--- src/rtl/pc_gen_if.sv ---
// pc_gen_if -- fetch-control bundle between a front-end sequencer and pc_gen.
//
// Handshake semantics: there is no valid/ready pair. Every control input is a
// level that pc_gen samples on each rising clk edge while ce=1. Every output
// is registered and changes only on that edge. While ce=0 the inputs are
// ignored.
//
// Signals (directions as seen from pc_gen, the slave):
//   stall, br, call, ret, trap   in   redirect / hold requests
//   br_addr, trap_vec            in   AW-bit targets
//   pc                           out  current fetch address
//   ce                           out  fetch enable
//   ras_empty                    out  return-address stack holds no entries
//   misalign, ras_underflow      out  one-cycle event pulses
//   dbg_state                    out  sequencer state (0 = idle, 1 = run)
interface pc_gen_if #(
    parameter int AW = 32
);
    logic          stall;
    logic          br;
    logic [AW-1:0] br_addr;
    logic          call;
    logic          ret;
    logic          trap;
    logic [AW-1:0] trap_vec;
    logic [AW-1:0] pc;
    logic          ce;
    logic          ras_empty;
    logic          misalign;
    logic          ras_underflow;
    logic          dbg_state;

    modport master (
        output stall, br, br_addr, call, ret, trap, trap_vec,
        input  pc, ce, ras_empty, misalign, ras_underflow, dbg_state
    );

    modport slave (
        input  stall, br, br_addr, call, ret, trap, trap_vec,
        output pc, ce, ras_empty, misalign, ras_underflow, dbg_state
    );
endinterface

--- src/rtl/pc_gen.sv ---
// pc_gen -- program-counter generator with a return-address stack (RAS).
//
// Each cycle with ce=1 the next pc is chosen by strict priority:
// trap > br > ret (RAS non-empty) > stall > increment by STEP.
// A br with call=1 pushes pc+STEP in the same cycle as the redirect.
// The RAS is a circular buffer; pushing when full overwrites the oldest entry.
//
// Ports:
//   clk  in  clock, rising edge
//   rst  in  synchronous, active-high reset
//   bus  pc_gen_if.slave  control inputs and registered status outputs
module pc_gen #(
    parameter int            AW        = 32,
    parameter logic [AW-1:0] RESET_VEC = '0,
    parameter int            STEP      = 4,
    parameter int            RAS_DEPTH = 4
) (
    input  logic    clk,
    input  logic    rst,
    pc_gen_if.slave bus
);
    localparam int            PW         = $clog2(RAS_DEPTH);
    localparam int            CW         = $clog2(RAS_DEPTH + 1);
    localparam logic [AW-1:0] ALIGN_MASK = AW'(STEP - 1);
    localparam logic [AW-1:0] STEP_V     = AW'(STEP);
    localparam logic [CW-1:0] FULL_CNT   = CW'(RAS_DEPTH);

    // Two-state sequencer: idle during reset, run from the first edge after.
    typedef enum logic {
        ST_IDLE = 1'b0,
        ST_RUN  = 1'b1
    } state_t;

    state_t        state_q, state_n;
    logic [AW-1:0] pc_q, pc_n;
    logic [PW-1:0] top_q, top_n;
    logic [CW-1:0] cnt_q, cnt_n;
    logic          mis_q, mis_n;
    logic          unf_q, unf_n;
    logic          push, pop, flush;
    logic [AW-1:0] ras_mem [RAS_DEPTH];

    // ---------------- sequencer ----------------
    always_ff @(posedge clk) begin
        if (rst) state_q <= ST_IDLE;
        else     state_q <= state_n;
    end

    always_comb begin
        state_n = state_q;
        if (state_q == ST_IDLE) state_n = ST_RUN;
    end

    // ---------------- next-pc / RAS control ----------------
    always_comb begin
        pc_n  = pc_q;
        push  = 1'b0;
        pop   = 1'b0;
        flush = 1'b0;
        mis_n = 1'b0;
        unf_n = 1'b0;
        if (state_q == ST_RUN) begin
            if (bus.trap) begin
                pc_n  = bus.trap_vec;
                flush = 1'b1;
            end else if (bus.br) begin
                pc_n  = bus.br_addr & ~ALIGN_MASK;
                mis_n = |(bus.br_addr & ALIGN_MASK);
                push  = bus.call;
            end else if (bus.ret && (cnt_q != '0)) begin
                pc_n = ras_mem[top_q];
                pop  = 1'b1;
            end else begin
                // A ret that finds the stack empty degrades to hold/increment.
                unf_n = bus.ret;
                if (!bus.stall) pc_n = pc_q + STEP_V;
            end
        end
    end

    always_comb begin
        top_n = top_q;
        cnt_n = cnt_q;
        if (flush) begin
            cnt_n = '0;
        end else if (push) begin
            top_n = top_q + PW'(1);
            // When full the write lands on the oldest slot; count saturates.
            if (cnt_q != FULL_CNT) cnt_n = cnt_q + CW'(1);
        end else if (pop) begin
            top_n = top_q - PW'(1);
            cnt_n = cnt_q - CW'(1);
        end
    end

    // ---------------- state registers ----------------
    always_ff @(posedge clk) begin
        if (rst) begin
            pc_q  <= RESET_VEC;
            top_q <= '0;
            cnt_q <= '0;
            mis_q <= 1'b0;
            unf_q <= 1'b0;
        end else begin
            pc_q  <= pc_n;
            top_q <= top_n;
            cnt_q <= cnt_n;
            mis_q <= mis_n;
            unf_q <= unf_n;
        end
    end

    // Entry storage is not reset; it is unobservable while the count is zero.
    always_ff @(posedge clk) begin
        if (!rst && push) ras_mem[top_q + PW'(1)] <= pc_q + STEP_V;
    end

    assign bus.pc            = pc_q;
    assign bus.ce            = (state_q == ST_RUN);
    assign bus.ras_empty     = (cnt_q == '0);
    assign bus.misalign      = mis_q;
    assign bus.ras_underflow = unf_q;
    assign bus.dbg_state     = state_q;
endmodule

--- src/flat_wrapper.sv ---
// flat-port wrapper written by rule: the top's interface ports become plain ports
module pc_gen_flat 
#(
    parameter int            AW        = 32,
    parameter logic [AW-1:0] RESET_VEC = '0,
    parameter int            STEP      = 4,
    parameter int            RAS_DEPTH = 4
)
  (clk, rst, bus_stall, bus_br, bus_br_addr, bus_call, bus_ret, bus_trap, bus_trap_vec, bus_pc, bus_ce, bus_ras_empty, bus_misalign, bus_ras_underflow, bus_dbg_state);
  pc_gen_if #(.AW(AW)) bus_i ();
  input  logic clk;
  input  logic rst;
  input wire logic [$bits(bus_i.stall)-1:0] bus_stall;
  input wire logic [$bits(bus_i.br)-1:0] bus_br;
  input wire logic [$bits(bus_i.br_addr)-1:0] bus_br_addr;
  input wire logic [$bits(bus_i.call)-1:0] bus_call;
  input wire logic [$bits(bus_i.ret)-1:0] bus_ret;
  input wire logic [$bits(bus_i.trap)-1:0] bus_trap;
  input wire logic [$bits(bus_i.trap_vec)-1:0] bus_trap_vec;
  output wire logic [$bits(bus_i.pc)-1:0] bus_pc;
  output wire logic [$bits(bus_i.ce)-1:0] bus_ce;
  output wire logic [$bits(bus_i.ras_empty)-1:0] bus_ras_empty;
  output wire logic [$bits(bus_i.misalign)-1:0] bus_misalign;
  output wire logic [$bits(bus_i.ras_underflow)-1:0] bus_ras_underflow;
  output wire logic [$bits(bus_i.dbg_state)-1:0] bus_dbg_state;
  assign bus_i.stall = bus_stall;
  assign bus_i.br = bus_br;
  assign bus_i.br_addr = bus_br_addr;
  assign bus_i.call = bus_call;
  assign bus_i.ret = bus_ret;
  assign bus_i.trap = bus_trap;
  assign bus_i.trap_vec = bus_trap_vec;
  assign bus_pc = bus_i.pc;
  assign bus_ce = bus_i.ce;
  assign bus_ras_empty = bus_i.ras_empty;
  assign bus_misalign = bus_i.misalign;
  assign bus_ras_underflow = bus_i.ras_underflow;
  assign bus_dbg_state = bus_i.dbg_state;
  pc_gen #(.AW(AW), .RESET_VEC(RESET_VEC), .STEP(STEP), .RAS_DEPTH(RAS_DEPTH)) u_core (.clk(clk), .rst(rst), .bus(bus_i));
endmodule
--- config.mk ---
export PLATFORM = sky130hd
export DESIGN_NAME = pc_gen_flat
export DESIGN_NICKNAME = d
export VERILOG_FILES = /design/src/rtl/pc_gen_if.sv /design/src/rtl/pc_gen.sv /design/src/flat_wrapper.sv
export SDC_FILE = /design/constraint.sdc
export NUM_CORES = 1
export LEC_CHECK = 0
export ABC_AREA = 1
export CORE_ASPECT_RATIO = 1.2
export CORE_MARGIN = 5
export CORE_UTILIZATION = 50
export CTS_BUF_LIST = sky130_fd_sc_hd__clkbuf_16
export CTS_CLUSTER_SIZE = 30
export DETAILED_ROUTE_END_ITERATION = 7
export DONT_BUFFER_PORTS = 1
export GPL_TIMING_DRIVEN = 1
export PLACE_DENSITY = 0.66
export SLEW_MARGIN = 0
export SYNTH_ARGS = -nofsm -noshare
export SYNTH_HDL_FRONTEND = slang
export SYNTH_SLANG_ARGS = --single-unit
export TNS_END_PERCENT = 5
--- constraint.sdc ---
create_clock -name clk -period 2.75 [get_ports clk]
set_input_delay 0.275 -clock clk [delete_from_list [all_inputs] [get_ports clk]]
set_output_delay 0.275 -clock clk [all_outputs]
set_load 0.02 [all_outputs]
==> reports/qor.txt <==
Hold Fails Final Rpt: 0
Startpoint Class: register
HPWL Detailed: 14.3 mm
Core Box Area: 0.0163 sq mm
clock power share: 40.9%
die height: 151 um
ant diodes: 0
area grow syn2layout: 10.1%
Root Driver: clkbuf_16
Max Fclk: 458 MHz
Worst Path Arrival: 2.46 ns
IO buf count: 0
IO Pins: 108
Worst-Margin Slew: 0.941 ns
vias in the first global route: 6312
Worst-Skew Late Latency: 0.43 ns
Place WS: 0.650 ns
Placed Instance Area: 0.00851 sq mm
final period utilization: 79.4%
Flop pwr share: 50.6%
Final Max Tran Viols: 0
Reg2Reg Setup Slack: 0.57 ns
post-route design area: 0.00912 sq mm
Slew Limit Headroom: 37.0%
htree depth: 4
via count: 6570
GPL Wtd Cong: 0.905
Initial Utilization: 50.9%
syn avg cell area: 8.67 sq um
Clock Path Buffers: 2
Hold Path Stages: 2
final worst slack: 0.566 ns
Synth Warn #: 0
Worst Hold Class: in2reg
Primary FF master, synth: edfxtp_1
final setup violation count: 0
cell row count: 51
Cells after Synth: 956
global-route wire length before repair: 34.9 mm
synthesized area: 0.00828 sq mm
Pwr Density: 641 mW/mm^2
initial antenna violation count: 0
Worst Skew: 0.00990 ns
die area: 0.0193 sq mm
Worst Path Class, Setup: reg2reg
Pleak: 3.43 nW
area leader, netlist: edfxtp_1
grt total ovfl: 0
Final Routed Wirelength: 22.2 mm
Final Power: 5.85 mW
Post-CTS Setup Bufs: 0
DRC viols: 0
number of flops mapped to enable cells by yosys: 128
Sink Count: 170
sequential fraction of the synthesis area: 56.5%
Int Power: 4.42 mW
most common cell in the netlist: nand2_1
status: complete, no violations
Switch Pwr: 1.43 mW
Peak VDD IR: 0.432 mV
Worst R2R End: u_core.bus.pc[30]$_SDFFE_PP0P_
setup_tns: 0 ns
top cells by area, synth: edfxtp_1, nand2_1, dfxtp_1, nor2_1, o21ai_0
Routed Antenna Nets: 0
Fillers: 1473
R2R cell count: 12
RSZ-0062 raised after global routing: no
FFs w/ async S/R, synth: 0%
worst path required time: 3.03 ns
Post-Place Cells: 1143
largest net degree at the start of global routing: 65
Global Route Usage Sum: 23.9%
DRT Pass-1 Iters: 5
Final Non-Filler Cells: 1177
Layout Utilization: 56.1%
initial DRC count: 553
syn nets: 1033
Endpoint, Worst Hold: u_core.bus.pc[0]$_SDFFE_PP0P_
Synth Register Bits: 170
Seq. cell area: 0.00469 sq mm
wire per inst: 18.9 um
crit path max fanout: 6
sw frac: 24.5%
worst hold slack: 0.0143 ns
R2R Path Start: u_core.bus.pc[3]$_SDFFE_PP0P_
Multi-input gate area: 0.00312 sq mm
Distinct cells, synth: 41
fraction of layout cells with a size suffix above 1: 8.29%
Chip Width: 128 um
minimum clock period: 2.18 ns
top cell type's share of synthesized area: 46.4%
clock-pin slew on the worst setup and hold paths: 0.06 ns
CP endpoint kind: register
Comb pwr share: 8.4%
total CTS buffers: 17
Nets: 1029
min-delay src: bus_trap_vec[0]
TritonCTS clock tree: built
Commonest cells post-synth: nand2_1, nor2_1, edfxtp_1
Vias/cell: 5.58
maximum capacitance violations: 0
registers in the layout (all words and copies together), names as in the netlist, named ones only:
| signal | count |
|---|---|
| u_core.bus.misalign | 1 |
| u_core.bus.ce | 1 |
| u_core.ras_mem | 128 |
| u_core.cnt_q | 3 |
| u_core.top_q | 2 |
| u_core.bus.ras_underflow | 1 |
| u_core.bus.pc | 32 |
per-layer routing:
layer,vias up,routed length [um],track usage [%]
li1,3215,-,-
met1,3095,9510,31.0
met2,237,10800,40.4
met3,23,1570,5.08
met4,0,295,7.03
met5,-,0,0
cell type report:
class / instances / share of cell area [%]
Multi-Input combinational cell: 670 / 34.2
Sequential cell: 170 / 51.4
Tap cell: 212 / 2.91
Inverter: 70 / 2.88
Clock inverter: 13 / 1.33
Clock buffer: 19 / 5.21
Timing Repair Buffer: 23 / 2.08
worst max-delay path: stages (launching register included):
cell and delay [ns]:
dfxtp_1 0.50, ha_1 0.27, nand2_1 0.08, nor2_2 0.20, nand2_1 0.19, nor2_1 0.26
nand2_1 0.09, nand2_1 0.11, nand3_1 0.09, nand2_1 0.08, nand2_1 0.04, nand2_1 0.05
a21oi_1 0.05
worst max path at each step:
stage | from | endpoint | slack, ns | cells after the start
final | u_core.bus.pc[3]$_SDFFE_PP0P_ | u_core.bus.pc[30]$_SDFFE_PP0P_ | 0.57 | 12
after CTS | u_core.bus.pc[2]$_SDFFE_PP0P_ | u_core.bus.pc[30]$_SDFFE_PP0P_ | 0.58 | 12
after floorplan | u_core.bus.ce$_DFF_P_ | u_core.ras_mem[0][0]$_DFFE_PP_ | -0.06 | 6
after detailed placement | u_core.bus.pc[2]$_SDFFE_PP0P_ | u_core.bus.pc[10]$_SDFFE_PP0P_ | 0.65 | 9
after global placement | u_core.bus.pc[2]$_SDFFE_PP0P_ | u_core.bus.pc[10]$_SDFFE_PP0P_ | 0.69 | 9
after global routing | u_core.bus.pc[2]$_SDFFE_PP0P_ | u_core.bus.pc[30]$_SDFFE_PP0P_ | 0.37 | 12
cells in the final DEF (no fill, tap or decap), types with 3 or more instances in the layout:
cell type / instances
a21oi_1: 64
a31oi_1: 3
buf_4: 20
clkbuf_16: 19
clkinv_1: 5
clkinv_2: 3
clkinvlp_4: 3
dfxtp_1: 41
edfxtp_1: 128
ha_1: 5
inv_1: 62
inv_2: 7
nand2_1: 246
nand2_2: 3
nand3_1: 57
nor2_1: 131
nor2_2: 8
o211ai_1: 19
o21ai_0: 77
o21ai_1: 8
o22ai_1: 9
or2_2: 7
xnor2_1: 4
xor2_1: 6
power groups by stage:
stage | Sequential [mW] | Combinational (mW) | Clock [mW]
after floorplan | 2.99 | 0.366 | 0
after global placement | 3.02 | 0.478 | 0
after detailed placement | 3.02 | 0.484 | 0
after CTS | 2.96 | 0.495 | 2.41
after global routing | 2.97 | 0.559 | 2.54
final | 2.96 | 0.494 | 2.40
what timing repair did:
action / 4_1_cts / 5_1_grt
hold buffers: 2 / 0
hold endpoints to repair: 18 / 0
gates resized for setup: 0 / 0
cell families after synthesis:
kind of cell	Yosys count	synth area share, %
AOI/OAI and AO/OA	189	12.6
xor gates and xnor gates	10	1.06
adders and majority gates	6	0.997
buffers and inverters	116	5.88
DFF	170	56.5
and+or+nand+nor	465	22.9
Note: power is estimated with default switching activity, not from simulation.
